File: config.mk
export PLATFORM = sky130hd
export DESIGN_NAME = quat_bitri_split_flat
export DESIGN_NICKNAME = d
export VERILOG_FILES = /design/src/rtl/quat_bitri_split_if.sv /design/src/rtl/quat_bitri_split.sv /design/src/flat_wrapper.sv
export SDC_FILE = /design/constraint.sdc
export NUM_CORES = 1
export LEC_CHECK = 0
export ABC_AREA = 1
export CAP_MARGIN = 10
export CORE_MARGIN = 3
export CORE_UTILIZATION = 30
export CTS_BUF_LIST = sky130_fd_sc_hd__clkbuf_4 sky130_fd_sc_hd__clkbuf_8 sky130_fd_sc_hd__clkbuf_16
export CTS_CLUSTER_DIAMETER = 100
export DETAILED_ROUTE_END_ITERATION = 10
export GPL_TIMING_DRIVEN = 0
export PLACE_DENSITY = 0.53
export SETUP_SLACK_MARGIN = 0.02
export SLEW_MARGIN = 10
export SYNTH_ARGS = -nofsm -noshare
export SYNTH_HDL_FRONTEND = slang
export SYNTH_SLANG_ARGS = --single-unit
export TNS_END_PERCENT = 30
File: constraint.sdc
create_clock -name clk -period 1.5 [get_ports clk]
set_input_delay 0.3 -clock clk [delete_from_list [all_inputs] [get_ports clk]]
set_output_delay 0.3 -clock clk [all_outputs]
set_load 0.005 [all_outputs]
File: src/rtl/quat_bitri_split_if.sv
// NCL link bundle for the quaternary splitter: one 1-of-4 input link and two
// downstream links (1-of-2 binary, 1-of-3 trinary), each with its completion.
interface quat_bitri_split_if;
  logic [3:0] quatin;
  logic       quatincomp;
  logic [1:0] binary;
  logic       binarycomp;
  logic [2:0] trinary;
  logic       trinarycomp;

  // master: the surrounding NCL environment (upstream source + downstream sinks)
  modport master (
    output quatin,
    input  quatincomp,
    input  binary,
    output binarycomp,
    input  trinary,
    output trinarycomp
  );

  // slave: the splitter itself
  modport slave (
    input  quatin,
    output quatincomp,
    output binary,
    input  binarycomp,
    output trinary,
    input  trinarycomp
  );
endinterface

File: src/rtl/quat_bitri_split.sv
// Clocked NCL sink: splits a quaternary wavefront q into trinary t=min(q,2) and
// binary b=q-t, running the four-phase DATA/NULL handshake on all three links.
module quat_bitri_split #(
    parameter int unsigned SYNC_STAGES = 2,
    parameter int unsigned COUNT_W     = 8
) (
    input  logic               clk,
    input  logic               init,
    quat_bitri_split_if.slave  link,
    output logic [COUNT_W-1:0] tokens,
    output logic               err
);

    localparam int unsigned NS = (SYNC_STAGES < 2) ? 2 : SYNC_STAGES;

    typedef enum logic {
        WAIT_DATA,
        HOLD_DATA
    } state_t;

    // Rail bundle per stage: {trinarycomp, binarycomp, quatin[3:0]}
    logic [NS-1:0][5:0] sync_q;
    logic [3:0]         sq;
    logic               sbc;
    logic               stc;
    logic               sq_multi;
    logic               sq_onehot;

    state_t             state_q, state_d;
    logic [1:0]         bin_q, bin_d;
    logic [2:0]         tri_q, tri_d;
    logic               comp_q, comp_d;
    logic [3:0]         cap_q, cap_d;
    logic [COUNT_W-1:0] tok_q, tok_d;
    logic               err_q, err_d;

    always_ff @(posedge clk or posedge init) begin
        if (init) begin
            sync_q <= '0;
        end else begin
            sync_q <= {sync_q[NS-2:0], {link.trinarycomp, link.binarycomp, link.quatin}};
        end
    end

    assign sq        = sync_q[NS-1][3:0];
    assign sbc       = sync_q[NS-1][4];
    assign stc       = sync_q[NS-1][5];
    assign sq_multi  = |(sq & (sq - 4'd1));
    assign sq_onehot = (sq != 4'b0000) && !sq_multi;

    always_ff @(posedge clk or posedge init) begin
        if (init) begin
            state_q <= WAIT_DATA;
            bin_q   <= '0;
            tri_q   <= '0;
            comp_q  <= 1'b0;
            cap_q   <= '0;
            tok_q   <= '0;
            err_q   <= 1'b0;
        end else begin
            state_q <= state_d;
            bin_q   <= bin_d;
            tri_q   <= tri_d;
            comp_q  <= comp_d;
            cap_q   <= cap_d;
            tok_q   <= tok_d;
            err_q   <= err_d;
        end
    end

    always_comb begin
        state_d = state_q;
        bin_d   = bin_q;
        tri_d   = tri_q;
        comp_d  = comp_q;
        cap_d   = cap_q;
        tok_d   = tok_q;
        err_d   = err_q;

        unique case (state_q)
            WAIT_DATA: begin
                // A clean wavefront waiting on downstream NULL acks is simply stalled.
                if (sq_onehot && !sbc && !stc) begin
                    state_d = HOLD_DATA;
                    comp_d  = 1'b1;
                    cap_d   = sq;
                    case (sq)
                        4'b0001: begin bin_d = 2'b01; tri_d = 3'b001; end
                        4'b0010: begin bin_d = 2'b01; tri_d = 3'b010; end
                        4'b0100: begin bin_d = 2'b01; tri_d = 3'b100; end
                        default: begin bin_d = 2'b10; tri_d = 3'b100; end
                    endcase
                end else if (sq_multi) begin
                    err_d = 1'b1;
                end
            end

            HOLD_DATA: begin
                if ((sq != 4'b0000) && (sq != cap_q)) begin
                    err_d = 1'b1;
                end
                if ((sq == 4'b0000) && sbc && stc) begin
                    state_d = WAIT_DATA;
                    bin_d   = '0;
                    tri_d   = '0;
                    comp_d  = 1'b0;
                    tok_d   = tok_q + COUNT_W'(1);
                end
            end

            default: state_d = WAIT_DATA;
        endcase
    end

    assign link.binary     = bin_q;
    assign link.trinary    = tri_q;
    assign link.quatincomp = comp_q;
    assign tokens          = tok_q;
    assign err             = err_q;

endmodule

File: src/flat_wrapper.sv
// flat-port wrapper written by rule: the top's interface ports become plain ports
module quat_bitri_split_flat 
#(
    parameter int unsigned SYNC_STAGES = 2,
    parameter int unsigned COUNT_W     = 8
)
  (clk, init, tokens, err, link_quatin, link_quatincomp, link_binary, link_binarycomp, link_trinary, link_trinarycomp);
  quat_bitri_split_if link_i ();
  input  logic clk;
  input  logic init;
  output logic [COUNT_W-1:0] tokens;
  output logic err;
  input wire logic [$bits(link_i.quatin)-1:0] link_quatin;
  output wire logic [$bits(link_i.quatincomp)-1:0] link_quatincomp;
  output wire logic [$bits(link_i.binary)-1:0] link_binary;
  input wire logic [$bits(link_i.binarycomp)-1:0] link_binarycomp;
  output wire logic [$bits(link_i.trinary)-1:0] link_trinary;
  input wire logic [$bits(link_i.trinarycomp)-1:0] link_trinarycomp;
  assign link_i.quatin = link_quatin;
  assign link_quatincomp = link_i.quatincomp;
  assign link_binary = link_i.binary;
  assign link_i.binarycomp = link_binarycomp;
  assign link_trinary = link_i.trinary;
  assign link_i.trinarycomp = link_trinarycomp;
  quat_bitri_split #(.SYNC_STAGES(SYNC_STAGES), .COUNT_W(COUNT_W)) u_core (.clk(clk), .init(init), .link(link_i), .tokens(tokens), .err(err));
endmodule
==> qor.txt, run 1 <==
Status = finished clean
Hold Startpoint = u_core.sync_q[1]$_DFF_PP0_
Post-route clock period utilization = 95.4%
Max Freq = 698 MHz
Critical-path cell list = clkdlybuf4s50_1
Reg-to-reg startpoint = u_core.sq[2]$_DFF_PP0_
Synth unique cells = 21
1st-iter DRT viols = 24
CP endpoint kind = output pin
Number of synthesized register bits = 32
Gate Count Post-Synth = 149
Multi-input logic area = 519 um2
TritonCTS clock tree = done
Final hold violations = 0
Row count = 24
Die X-Extent = 73.9 um
Synth Area in Simple Gates = 29.5%
Post-synth top area cell = dfrtp_1
Hold depth = 0
Die area = 5450 um2
CP startpoint kind = flip-flop
Post-synthesis mux area share = 0%
Remaining DRCs = 0
Synthesized net count = 158
Yosys warns = 0
Dpl hpwl = 1820 um
Largest family of logic cells by synthesized area = simple AND/OR/NAND/NOR gates
Max Fanout on Critical Path = 2
Reg clk slew, reported paths = 0.06 ns
Final slew viol count = 0
Critical path required time = 1.20 ns
Pwr/cell area = 1300 nW/um2
Arr. time, crit path = 1.13 ns
Pin count of the biggest net entering global routing = 33
Max clock buf depth = 2
Synth area leaders = dfrtp_1 (58%), nand2_1 (16%), nand3_1 (3.6%)
Vias in the first global route = 1,130
Top cell family by delay on the critical path = buffers and inverters
RSZ-0062 raised after global routing = false
Reg-to-Reg End = u_core.link.binary[1]$_DFFE_PP0P_
GP Congestion = 0.877
Vias = 1,042
Antenna violations before repair = 0
CTS Root Cell = clkbuf_8
Setup slack, reg-to-reg = 0.15 ns
Max VDD drop = 0.000711 V
Storage cell area = 801 um2
Routed Antenna Nets = 0
Drt pass-1 iters = 4
Register area share after synthesis = 58.0%
Tot GR Track Use = 12.0%
Total of max-cap violations = 0
Core Area = 4410 um2
Worst-Margin Slew = 0.662 ns
Most common cell after layout, fill and taps aside = nand2_1
ANT cells = 0
Hold buffer count at CTS = 0
Final-layout fill cell count = 434
PortBufs = 22
Via-per-instance ratio = 4.49
Clk sinks = 32
Chip height = 73.9 um
Hold EP = u_core.sq[1]$_DFF_PP0_
Setup Skew = 0.00571 ns
# IOs = 23
Placed cell count = 223
P_leak = 0.000965 uW
Synth Area in XOR/XNOR = 4.44%
Final setup fails = 0
WS Path Type = flip-flop to output pin
H-Tree Depth = 2
Synth Area in Adders = 0.906%
Share of the synthesized area in the top cell type = 58.0%
Post-route minimum period = 1.43 ns
Total wire length = 2530 um
Worst-Skew Late Latency = 0.28 ns
Initial core utilization = 31.3%
Crit path buf inv count = 1
Post-synthesis compound-gate area fraction = 1.99%
Wire per inst = 10.9 um
Syn_area_per_cell = 9.27 um2
Max_slew headroom = 55.8%
Post-Syn Area = 1380 um2
FF-to-FF path depth = 7
WHS = 0.346 ns
Grt ovf = 0
Fin nets = 189
Final cell count without fillers = 232
Ratio of cells with drive above 1 in the final layout = 11.7%
First-pass GRT wire length = 4910 um
TritonCTS buffer count = 5
Critical path's largest stage delay = 0.50 ns
Post-synthesis to final-layout area growth = 29.4%
Worst hold path type = flip-flop to flip-flop
Slowest stage cell, crit path = clkdlybuf4s50_1
CP Launch Point = u_core.link.binary[1]$_DFFE_PP0P_
Commonest cells after routing, fill and taps aside = nand2_1 (60), dfrtp_1 (32), clkdlybuf4s50_1 (13)
==> cell type report <==
cell class                      count  area share, %
Sequential cell                    32           44.8
Multi-Input combinational cell    102           29.0
Timing Repair Buffer               24           13.2
Clock buffer                        7           5.39
Tap cell                           52           3.64
Inverter                           13           2.73
Buffer                              2           1.26
==> cell usage after synthesis, drive strengths merged <==
master and n:
nand2 63, xor2 5, a21oi 2, nor3 1
ha 1, inv 13, nand3 11, xnor2 2
buf 2, nor2 8, o21ai 2, o21bai 1
dfrtp 32, nand3b 2, nand4 4
==> kinds of logic (layout without fill, tap and decap cells) <==
family,Yosys count,count (layout)
xor+xnor,7,7
simple gates,89,89
fa+ha+maj,1,1
compound gates,5,5
flops,32,32
buf+inv,15,46
==> routing by layer <==
metal | part of all wire, % | vias to the layer above | track usage [%]
met4 | 3.0 | 0 | 6.44
met3 | 5.7 | 8 | 4.65
met2 | 49 | 24 | 19.0
met5 | 0 | - | 0
li1 | - | 525 | -
met1 | 42 | 485 | 13.9
==> per-stage QoR <==
step           power (uW)  setup TNS [ns]  instance area [um2]  setup slack [ns]  utilization [%]
5_1_grt              2510               0                 1790            0.0214             40.5
3_3_place_gp         1660           -7.02                 1670            -0.221             37.8
2_1_floorplan        1410               0                 1380             0.232                -
4_1_cts              2380               0                 1770            0.0329             40.1
6_report             2320               0                 1790            0.0683             40.5
3_5_place_dp         1680           -8.86                 1670            -0.278             37.8
==> power breakdown <==
part / leakage (uW) / total (uW) / switching [uW] / internal [uW]
Combinational: 0.000520 / 467 / 206 / 262
Clock: 0.0000503 / 692 / 284 / 408
Sequential: 0.000395 / 1160 / 133 / 1030
Total: 0.000965 / 2320 / 623 / 1700
==> flip-flops by register name, indices dropped and copies added (netlist names), 2 cells and up <==
name,flops
u_core.cap_q,4
u_core.link.binary,2
u_core.tokens,8
u_core.sync_q,6
u_core.link.trinary,3
u_core.sq,4
==> timing repair <==
| action | 4_1_cts | 5_1_grt |
|---|---|---|
| setup buffers | 2 | 0 |
| gates resized for setup | 6 | 5 |
| endpoints found under the setup margin | 8 | 16 |
| cloned | 0 | 0 |
==> worst max-delay path by stage <==
stage,endpoint,slack (ns),cells after the start
2_1_floorplan,u_core.link.trinary[1]$_DFFE_PP0P_,0.23,7
6_report,link_binary[1],0.07,1
5_1_grt,tokens[2],0.02,1
4_1_cts,u_core.sync_q[2]$_DFF_PP0_,0.03,2
3_5_place_dp,u_core.sync_q[2]$_DFF_PP0_,-0.28,2
3_3_place_gp,u_core.sq[2]$_DFF_PP0_,-0.22,2
(Power assumes the default switching activity.)
==> inputs of run 2 (changes only) <==
--- a/config.mk
+++ b/config.mk
@@ -8,14 +8,13 @@
 export ABC_AREA = 1
 export CAP_MARGIN = 10
 export CORE_MARGIN = 3
-export CORE_UTILIZATION = 30
+export CORE_UTILIZATION = 45
 export CTS_BUF_LIST = sky130_fd_sc_hd__clkbuf_4 sky130_fd_sc_hd__clkbuf_8 sky130_fd_sc_hd__clkbuf_16
 export CTS_CLUSTER_DIAMETER = 100
 export DETAILED_ROUTE_END_ITERATION = 10
 export GPL_TIMING_DRIVEN = 0
-export PLACE_DENSITY = 0.53
+export PLACE_DENSITY = 0.72
 export SETUP_SLACK_MARGIN = 0.02
-export SLEW_MARGIN = 10
 export SYNTH_ARGS = -nofsm -noshare
 export SYNTH_HDL_FRONTEND = slang
 export SYNTH_SLANG_ARGS = --single-unit
==> qor.txt, run 2 (synthesis results as in run 1) <==
Status = finished clean
Reg-to-Reg End = u_core.link.trinary[1]$_DFFE_PP0P_
CTS Root Cell = clkbuf_4
Final core utilization = 63.2%
Most common cell after layout, fill and taps aside = nand2_1
Pre-CTS setup slack = -0.265 ns
Initial core utilization = 48.8%
First-pass GRT wire length = 4490 um
Arr. time, crit path = 1.57 ns
PortBufs = 22
TritonCTS buffer count = 5
Max Fanout on Critical Path = 10
Dpl hpwl = 1750 um
Via-per-instance ratio = 5.01
Die area = 3770 um2
Fin nets = 196
Remaining DRCs = 0
Max Freq = 735 MHz
Total wire length = 2610 um
Grt ovf = 0
TritonCTS clock tree = done
CP Launch Point = u_core.sq[1]$_DFF_PP0_
ANT cells = 0
Clk pwr share = 24.9%
Share of total power in sequential cells = 52.9%
Setup Skew = 0.0110 ns
Final slew viol count = 0
Setup slack, reg-to-reg = 0.14 ns
Reg clk slew, reported paths = 0.10 ns
H-Tree Depth = 2
Critical path required time = 1.71 ns
Pin count of the biggest net entering global routing = 33
Critical path's largest stage delay = 0.47 ns
WS Path Type = flip-flop to flip-flop
Total of max-cap violations = 0
Routed Antenna Nets = 0
Die X-Extent = 61.4 um
Ratio of cells with drive above 1 in the final layout = 16.0%
Internal power = 1540 uW
Pwr/cell area = 1210 nW/um2
CP endpoint kind = flip-flop
Clk sinks = 32
CP startpoint kind = flip-flop
Final cell count without fillers = 219
Core Area = 2830 um2
Max FFs per register = 8
Post-synthesis to final-layout area growth = 29.4%
Row count = 19
Post-route clock period utilization = 90.7%
Wire per inst = 11.9 um
Slowest stage cell, crit path = dfrtp_1
GP Congestion = 0.878
RSZ-0062 raised after global routing = false
1st-iter DRT viols = 49
Most frequent cell on the critical path = nor2_4
Final setup fails = 0
Final WS setup = 0.140 ns
Worst-Margin Slew = 0.445 ns
Antenna violations before repair = 0
Final hold violations = 0
Tot GR Track Use = 16.4%
Max VDD drop = 0.000581 V
Worst-Skew Late Latency = 0.32 ns
Max_slew headroom = 70.3%
Placed cell count = 202
Reg-to-reg startpoint = u_core.sq[1]$_DFF_PP0_
FF-to-FF path depth = 7
Sw Ratio = 28.6%
# IOs = 23
Overall power = 2160 uW
Psw = 617 uW
Commonest cells after routing, fill and taps aside = nand2_1 (60), dfrtp_1 (30), dlygate4sd2_1 (15)
Worst hold path type = primary input to async pin
Critical-path cell list = nor2_4 -> nand2_2 -> nor2_4 -> nand2_4 -> buf_6 -> nand3_1 -> nand2_1
Post-route minimum period = 1.36 ns
Chip height = 61.4 um
Vias = 1,097
CP endpoint = u_core.link.trinary[1]$_DFFE_PP0P_
Drt pass-1 iters = 4
Hold buffer count at CTS = 0
P_leak = 0.000977 uW
Max clock buf depth = 2
Gate power share = 22.2%
Vias in the first global route = 1,054
==> run 2: timing repair <==
item | 4_1_cts | 5_1_grt
resized for setup | 15 | 4
setup buffers | 8 | 0
endpoints found under the setup margin | 15 | 12
cloned | 0 | 0
pin swaps | 0 | 0
==> run 2: area by class of cell <==
| class | count | area (um2) |
|---|---|---|
| inverters | 13 | 48.8 |
| multi-input cells | 102 | 519 |
| well taps | 31 | 38.8 |
| repair buffers | 31 | 289 |
| flip-flops and latches | 32 | 803 |
| fillers | 239 | 1040 |
| plain buffers | 2 | 22.5 |
| clock buffers | 8 | 66.3 |
==> run 2: routing by layer <==
metal  track usage [%]  part of all wire (%)  vias up
li1                  -                     -      545
met1              21.4                    44      516
met2              25.4                    49       32
met3              4.40                   5.1        4
met4              7.88                   1.3        0
met5                 0                     0        -
==> run 2: critical path: cells and delay by family (launching register included) <==
kind	cells	cell delay, ns
buf+inv	1	0.16
flops	1	0.47
simple gates	6	0.64
==> run 2: power by group through the flow <==
stage	combinational, uW	sequential, uW	clock (uW)
2_1_floorplan	243	1160	0
3_3_place_gp	481	1170	0
3_5_place_dp	497	1180	0
4_1_cts	475	1140	559
5_1_grt	542	1170	597
6_report	478	1140	538
==> run 2: stage by stage <==
step	setup TNS [ns]	instance area (um2)	hold WS [ns]
4_1_cts	0	1750	0.357
3_3_place_gp	-6.55	1640	0.332
5_1_grt	0	1790	0.274
3_5_place_dp	-8.43	1640	0.335
6_report	0	1790	0.267
2_1_floorplan	0	1380	0.331
==> run 2: worst min path at each step <==
stage / to / cells past startpoint / slack, ns / startpoint
floorplan: u_core.sbc$_DFF_PP0_ / 0 / 0.33 / u_core.sync_q[4]$_DFF_PP0_
global placement: u_core.sq[2]$_DFF_PP0_ / 0 / 0.33 / u_core.sync_q[2]$_DFF_PP0_
detailed placement: u_core.sq[3]$_DFF_PP0_ / 0 / 0.33 / u_core.sync_q[3]$_DFF_PP0_
CTS: u_core.sq[3]$_DFF_PP0_ / 0 / 0.36 / u_core.sync_q[3]$_DFF_PP0_
global route: u_core.tokens[5]$_DFFE_PP0P_ / 2 / 0.27 / init
finish: u_core.tokens[3]$_DFFE_PP0P_ / 2 / 0.27 / init
